===== src/rtl/demux_pkg.sv =====
// Shared constants for the 1-to-4 stream demultiplexer: channel count,
// select width, channel select codes and the select decoder.
package demux_pkg;

  localparam int unsigned NUM_CH = 4;
  localparam int unsigned SEL_W  = 2;

  // Select codes: 00->A, 01->B, 10->C, 11->D
  typedef enum logic [SEL_W-1:0] {
    CH_A = 2'd0,
    CH_B = 2'd1,
    CH_C = 2'd2,
    CH_D = 2'd3
  } ch_e;

  // One-hot channel strobe for a select code; every code is legal.
  function automatic logic [NUM_CH-1:0] sel_onehot(input logic [SEL_W-1:0] s);
    logic [NUM_CH-1:0] oh;
    oh = '0;
    case (s)
      CH_A:    oh[0] = 1'b1;
      CH_B:    oh[1] = 1'b1;
      CH_C:    oh[2] = 1'b1;
      default: oh[3] = 1'b1;
    endcase
    return oh;
  endfunction

endpackage


===== src/rtl/demux_out_slot.sv =====
// Single-beat output holding register for one demux channel.
// A load always wins over a drain, so a simultaneous drain and load
// keeps the slot full and sustains one beat per cycle. Data is not
// cleared on drain; it holds the last loaded beat.
module demux_out_slot #(
  parameter int unsigned DATA_W = 4
) (
  input  logic              clk,
  input  logic              rst,
  input  logic              load,
  input  logic [DATA_W-1:0] data_in,
  input  logic              ready,
  output logic              valid,
  output logic [DATA_W-1:0] data_out
);

  // Slot state: load sets full and captures data, a drain clears full.
  always_ff @(posedge clk or posedge rst) begin
    if (rst) begin
      valid    <= 1'b0;
      data_out <= '0;
    end else if (load) begin
      valid    <= 1'b1;
      data_out <= data_in;
    end else if (ready) begin
      valid    <= 1'b0;
    end
  end

endmodule


===== src/rtl/demux_1to4_stream.sv =====
// Registered 1-to-4 stream demultiplexer with valid/ready on every port.
// Each channel owns one holding slot, so a stalled channel only stalls
// beats addressed to it. Optional per-channel accepted-beat counters are
// built when the macro DEMUX_CNT_EN is defined.
module demux_1to4_stream
  import demux_pkg::*;
#(
  parameter int unsigned DATA_W = 4
`ifdef DEMUX_CNT_EN
  , parameter int unsigned CNT_W = 8
`endif
) (
  input  logic              clk,
  input  logic              rst,
  input  logic              in_valid,
  output logic              in_ready,
  input  logic [DATA_W-1:0] in_data,
  input  logic [SEL_W-1:0]  sel,
  output logic [NUM_CH-1:0] out_valid,
  input  logic [NUM_CH-1:0] out_ready,
  output logic [DATA_W-1:0] out_a,
  output logic [DATA_W-1:0] out_b,
  output logic [DATA_W-1:0] out_c,
  output logic [DATA_W-1:0] out_d
`ifdef DEMUX_CNT_EN
  ,
  output logic [CNT_W-1:0]  cnt_a,
  output logic [CNT_W-1:0]  cnt_b,
  output logic [CNT_W-1:0]  cnt_c,
  output logic [CNT_W-1:0]  cnt_d
`endif
);

  logic              in_fire;
  logic [NUM_CH-1:0] load;
  logic [DATA_W-1:0] slot_data [NUM_CH];

  // Input may be taken when the addressed slot is empty or draining now.
  always_comb begin
    in_ready = ~out_valid[sel] | out_ready[sel];
    in_fire  = in_valid & in_ready;
    load     = in_fire ? sel_onehot(sel) : '0;
  end

  for (genvar k = 0; k < NUM_CH; k++) begin : g_slot
    demux_out_slot #(
      .DATA_W (DATA_W)
    ) u_slot (
      .clk      (clk),
      .rst      (rst),
      .load     (load[k]),
      .data_in  (in_data),
      .ready    (out_ready[k]),
      .valid    (out_valid[k]),
      .data_out (slot_data[k])
    );
  end

  assign out_a = slot_data[CH_A];
  assign out_b = slot_data[CH_B];
  assign out_c = slot_data[CH_C];
  assign out_d = slot_data[CH_D];

`ifdef DEMUX_CNT_EN
  logic [CNT_W-1:0] cnt [NUM_CH];

  // Count accepted beats per destination; wraps naturally at 2^CNT_W.
  always_ff @(posedge clk or posedge rst) begin
    if (rst) begin
      for (int unsigned i = 0; i < NUM_CH; i++) cnt[i] <= '0;
    end else begin
      for (int unsigned i = 0; i < NUM_CH; i++)
        if (load[i]) cnt[i] <= cnt[i] + 1'b1;
    end
  end

  assign cnt_a = cnt[CH_A];
  assign cnt_b = cnt[CH_B];
  assign cnt_c = cnt[CH_C];
  assign cnt_d = cnt[CH_D];
`endif

endmodule

===== config.mk =====
export PLATFORM = sky130hd
export DESIGN_NAME = demux_1to4_stream
export DESIGN_NICKNAME = d
export VERILOG_FILES = /design/src/rtl/demux_pkg.sv /design/src/rtl/demux_out_slot.sv /design/src/rtl/demux_1to4_stream.sv
export SDC_FILE = /design/constraint.sdc
export NUM_CORES = 1
export LEC_CHECK = 0
export CAP_MARGIN = 20
export CORE_UTILIZATION = 44
export DETAILED_ROUTE_END_ITERATION = 6
export PLACE_DENSITY = 0.81
export SETUP_SLACK_MARGIN = 0.15
export SKIP_LAST_GASP = 1
export SYNTH_ARGS = -nofsm -noshare
export SYNTH_HDL_FRONTEND = slang
export SYNTH_HIERARCHICAL = 1
export SYNTH_SLANG_ARGS = --single-unit

===== constraint.sdc =====
create_clock -name clk -period 3 [get_ports clk]
set_input_delay 0.6 -clock clk [delete_from_list [all_inputs] [get_ports clk]]
set_output_delay 0.6 -clock clk [all_outputs]
set_load 0.03 [all_outputs]

==> results of run 1 <==
## cell usage in the layout (no fill, tap or decap), drive strengths merged
cell type      count
a21o               4
and4               1
and4b              2
buf                2
clkbuf             4
clkdlybuf4s50     32
dfrtp             20
dlymetal6s2s       1
inv                8
mux2              16
mux4               1
nand2b             4
nor4bb             1
## per-layer routing
metal	track usage, %	wire [um]
met1	27.1	807
met2	29.9	876
met3	5.95	94
met4	7.06	14
met5	0	0
## state kept, by name, indices dropped and copies added, names as in the netlist
| register | flops |
|---|---|
| g_slot.u_slot/valid | 4 |
| g_slot.u_slot/data_out | 16 |
## power by group
part | internal, mW | total [mW] | switching [mW]
combinational | 0.144 | 0.299 | 0.156
sequential | 0.319 | 0.346 | 0.0275
clock | 0.0739 | 0.152 | 0.0782
## through the flow
step	utilization, %	worst slack, ps	power (mW)	std cells
3_5_place_dp	69.4	170	0.653	117
5_1_grt	71.6	491	0.838	121
2_1_floorplan	-	1110	0.514	57
4_1_cts	71.4	170	0.807	121
3_3_place_gp	69.4	182	0.646	117
6_report	71.6	528	0.798	121
## worst min-delay path by stage
stage                                                   startpoint                                  endpoint  cells after the start
final                     g_slot[3].u_slot/data_out[0]$_DFFE_PP0P_  g_slot[3].u_slot/data_out[0]$_DFFE_PP0P_                      1
after global routing      g_slot[1].u_slot/data_out[0]$_DFFE_PP0P_  g_slot[1].u_slot/data_out[0]$_DFFE_PP0P_                      1
after CTS                 g_slot[3].u_slot/data_out[0]$_DFFE_PP0P_  g_slot[3].u_slot/data_out[0]$_DFFE_PP0P_                      1
after detailed placement  g_slot[2].u_slot/data_out[3]$_DFFE_PP0P_  g_slot[2].u_slot/data_out[3]$_DFFE_PP0P_                      1
after global placement    g_slot[0].u_slot/data_out[3]$_DFFE_PP0P_  g_slot[0].u_slot/data_out[3]$_DFFE_PP0P_                      1
after floorplan                                                rst  g_slot[0].u_slot/data_out[0]$_DFFE_PP0P_                      1
## logic make-up after synthesis
family          count (synthesis)
compound gates                  4
simple gates                    8
mux                            17
buf+inv                         8
flops                          20
## worst max-delay path: stages
cell             delay (ps)
clkdlybuf4s50_1         410
nand2b_1                160
mux4_2                  450
dlymetal6s2s_1          250
## layout make-up
cell class / instances / area [um2] / area share [%]
sequential: 20 / 500 / 39.6
timing repair buffer: 35 / 348 / 27.6
multi-input combinational: 29 / 317 / 25.1
clock buffer: 4 / 36.3 / 2.87
tap: 25 / 31.3 / 2.48
inverter: 8 / 30.0 / 2.38
==> run metrics, run 1 <==
filler cell count=148; status=complete, no violations; # IOs=34; most numerous cell in the Yosys netlist=dfrtp_1; Final Hold Viols=0; Post-synth EDFFs=0; Non-Filler Cell Area, Final=1260 um2; Placed Area=1220 um2; initial core utilization=48.0%; Pleak=0.575 nW; Critical path origin=out_ready[0]; Clk Latency, worst-skew pair=290 ps; Commonest cells post-synth=20 x dfrtp_1, 16 x mux2_2, 8 x inv_1; initial antenna violation count=0; Longest Clk Path Bufs=2; grt ovf=0; reg-to-reg startpoint=g_slot[3].u_slot/valid$_DFFE_PP0P_; post-route minimum period=2470 ps; layout cells sized above 1=30.2%; Least-Margin Pin Slew=338 ps; Synth cell types=10; final setup fails=0; crit-path max FO=2; Die H=45.9 um; worst r2r path cells=3; Avg WL per Cell=14.8 um; Max Cap Viol=0; synthesis-to-layout area growth=49.0%; Worst Skew=2.26 ps; Post-Synth XOR/XNOR Area=0%; first-pass GRT wire length=2860 um; critical path arrival=1870 ps; highest achievable clock rate=0.404 GHz; die area=2100 um2; syn avg cell area=14.9 um2; top post-synthesis cells by area=dfrtp_1 59%, mux2_2 21%, a21o_2 4.1%, inv_1 3.5%, nand2b_4 3.2%; crit path kind=primary input to output pin; pin count of the biggest net entering global routing=12; RR Endpoint=g_slot[3].u_slot/data_out[1]$_DFFE_PP0P_; unrepaired setup endpoints after global routing=false; Critical Path RT=2400 ps; TritonCTS clock tree=yes; Yosys top cell area share=59.1%; Hold-fix buffers, CTS=0; Post-Syn Instances=57; DR vias=581; post-synthesis async set-or-reset flop share=100%; Ys Warns=6; mux contribution to synthesized area=23.9%; register area share after synthesis=59.1%; H-tree depth=1; row cnt=15; Power Density=632 nW/um2; Seq cells post-synth=20; Initial DRC Count=8; Slew headroom=77.4%; DRT Pass-1 Iters=2; HP Class=register to register; Sink Count=20; Critical Path End Type=output pin; number of buffers created by CTS=3; n_diodes=0; fin crit share=82.4%; WHS=517 ps; Final TNS setup=0 ps; biggest area consumer among synthesized cells=dfrtp_1; Synth Flop Type=dfrtp_1; Mapped Area=847 um2; dpl hpwl=1410 um; synthesized net count=70; number of global-route vias before repair=593; pins over their slew limit=0; Critical path destination=in_ready; Core Footprint=1760 um2; routed vias/inst=4.80; Clock Root Buffer=clkbuf_4; Synth Area in Simple Gates=9.31%; reg-to-reg setup timing slack=1650 ps; CP Launch Type=primary input; GRT Util Overall=19.9%; Max IR drop VDD=0.331 mV; # port buffers=33; Synth Area in Adders=0%; ANT nets after route=0; Synth Area in Compound Gates=4.14%; GPL Wtd Cong=0.684; Setup Fix Bufs, Post-CTS=0; DRC Markers=0; Detailed Route WL=1790 um; largest family of logic cells by synthesized area=multiplexers; Chip Width=45.9 um; clock-pin slew on the worst setup and hold paths=110 ps; # nets final=110; Post-CTS Resized=0
(Power assumes the default switching activity.)
==> run 2, diff against run 1 <==
--- a/config.mk
+++ b/config.mk
@@ -6,9 +6,9 @@
 export NUM_CORES = 1
 export LEC_CHECK = 0
 export CAP_MARGIN = 20
-export CORE_UTILIZATION = 44
+export CORE_UTILIZATION = 41
 export DETAILED_ROUTE_END_ITERATION = 6
-export PLACE_DENSITY = 0.81
+export PLACE_DENSITY = 0.77
 export SETUP_SLACK_MARGIN = 0.15
 export SKIP_LAST_GASP = 1
 export SYNTH_ARGS = -nofsm -noshare
==> constraint.sdc (replaced) <==
create_clock -name clk -period 2.3 [get_ports clk]
set_input_delay 0.46 -clock clk [delete_from_list [all_inputs] [get_ports clk]]
set_output_delay 0.46 -clock clk [all_outputs]
set_load 0.03 [all_outputs]
==> run 2 against run 1 <==
Global-route usage is 0.96 points lower. Hold slack worse by 54 ps. Setup slack worse by 360 ps. Wire length is 2.0% lower. Highest routed layer unchanged. Non-clock buffer count stayed put. Register-to-register slack worse by 760 ps. Largest cell class unchanged. Final area is 1.4% higher.
==> run metrics, run 2 (synthesized netlist as in run 1, its figures left out) <==
filler cell count=157 (+6.1%); Pleak=0.597 nW (+3.8%); worst r2r path cells=4 (+1); # IOs=34 (unchanged); first-pass GRT wire length=2680 um (-6.3%); max reg flops=16 (unchanged); Longest Clk Path Bufs=2 (unchanged); GPL Wtd Cong=0.693 (+1.4%); Final TNS setup=0 ps (unchanged); Final WS setup=164 ps (-364 ps); n_diodes=0 (unchanged); Final Hold Viols=0 (unchanged); pins over their slew limit=0 (unchanged); reg-to-reg startpoint=g_slot[0].u_slot/valid$_DFFE_PP0P_; Worst Skew=2.00 ps (-0.258 ps); H-tree depth=1 (unchanged); dpl hpwl=1350 um (-4.6%); layout cells sized above 1=33.3% (+3.1 points); Least-Margin Pin Slew=313 ps (-24.7 ps); Max IR drop VDD=0.571 mV (+72%); Max Cap Viol=0 (unchanged); RR Endpoint=g_slot[0].u_slot/data_out[0]$_DFFE_PP0P_; Detailed Route WL=1760 um (-2.0%); row cnt=16 (+1); area occupied by multi-input gates=332 um2 (+4.7%); clock-pin slew on the worst setup and hold paths=100 ps (about the same); post-route minimum period=2140 ps; routed vias/inst=4.87 (+1.4%); Chip Width=47.5 um (+3.4%); Clk Latency, worst-skew pair=300 ps (about the same); Placement Setup Slack=-299 ps (-469 ps); most frequent cells in the layout=30 x clkdlybuf4s50_1, 20 x dfrtp_1, 16 x mux2_2; Critical Path End Type=output pin; # nets final=110 (unchanged); Critical Path RT=1840 ps (-560 ps); initial core utilization=43.6% (-4.4 points); TritonCTS clock tree=yes; HP Class=primary input to asynchronous set/reset pin; number of buffers created by CTS=3 (unchanged); final setup fails=0 (unchanged); fin crit share=92.9%; synthesis-to-layout area growth=51.1%; Seq. cell area=500 um2 (unchanged); GRT Util Overall=18.9% (-0.96 points); Critical path origin=out_ready[0]; highest achievable clock rate=0.468 GHz; Core Footprint=1940 um2 (+10%); CP Launch Type=primary input; # port buffers=33 (unchanged); initial antenna violation count=0 (unchanged); Power Density=815 nW/um2 (+29%); unrepaired setup endpoints after global routing=false; Die H=47.5 um (+3.4%); Clock Root Buffer=clkbuf_4; DR vias=599 (+3.1%); DRC Markers=0 (unchanged); number of global-route vias before repair=574 (-3.2%); largest reg by FF count=g_slot.u_slot/data_out; Placed Area=1230 um2 (+0.21%); Avg WL per Cell=14.3 um (-3.5%); DP Cell Count=119 (+1.7%); Finished Layout Cells=123 (+1.7%); reg-to-reg setup timing slack=890 ps (-760 ps); crit-path max FO=2 (unchanged); Sink Count=20 (unchanged); grt ovf=0 (unchanged); pin count of the biggest net entering global routing=12 (unchanged); critical path arrival=1680 ps (-190 ps); Initial DRC Count=4 (-4); most common library cell in the layout ignoring fill and taps=clkdlybuf4s50_1; die area=2250 um2 (+7.0%); ANT nets after route=0 (unchanged); Non-Filler Cell Area, Final=1280 um2 (+1.4%); status=complete, no violations; top flop regs=g_slot.u_slot/data_out x16, g_slot.u_slot/valid x4; crit path kind=primary input to output pin; Slew headroom=79.1% (+1.7 points); DRT Pass-1 Iters=4 (+2)
## run 2: how the worst max path moves through the flow
stage                                               endpoint  slack [ps]  depth (start not counted)
floorplan           g_slot[0].u_slot/data_out[0]$_DFFE_PP0P_         610                          3
global route                                        in_ready         140                          4
CTS                                                 in_ready         150                          4
finish                                              in_ready         160                          4
detailed placement                                  in_ready        -300                          3
global placement                                    in_ready        -280                          3
## run 2: layer usage
layer	GRT usage, %	vias to the layer above	wire [um]
met2	29.0	24	880
met4	12.0	0	46
met1	24.8	295	730
met3	3.40	5	99
met5	0	-	0
li1	-	275	-
## run 2: what timing repair did
item / 4_1_cts / 5_1_grt
setup endpoints to repair: 1 / 1
hold buffers: 0 / 0
resized for setup: 7 / 4
endpoints found under the hold margin: 0 / 0
buffers inserted: 0 / 0
## run 2: stage by stage
stage	utilization, %	total power [mW]	hold WS (ps)
floorplan	-	0.670	239
finish	65.9	1.04	463
detailed placement	63.1	0.852	495
CTS	64.8	1.05	459
global placement	63.1	0.842	491
global route	65.9	1.09	467
## run 2: power by group
part	internal, mW	switching [mW]	total, mW
clock	0.0967	0.101	0.198
combinational	0.189	0.202	0.391
sequential	0.416	0.0377	0.454
## run 2: cell type report
type / count / share of cell area [%]
flip-flops and latches: 20 / 39.1
repair buffers: 35 / 27.2
multi-input cells: 29 / 25.9
clock buffers: 4 / 2.83
well taps: 27 / 2.64
inverters: 8 / 2.35
## run 2: critical path, cell delays in order
cell and delay (ps):
clkdlybuf4s50_1 440, nand2b_4 160, mux4_2 460, buf_6 150
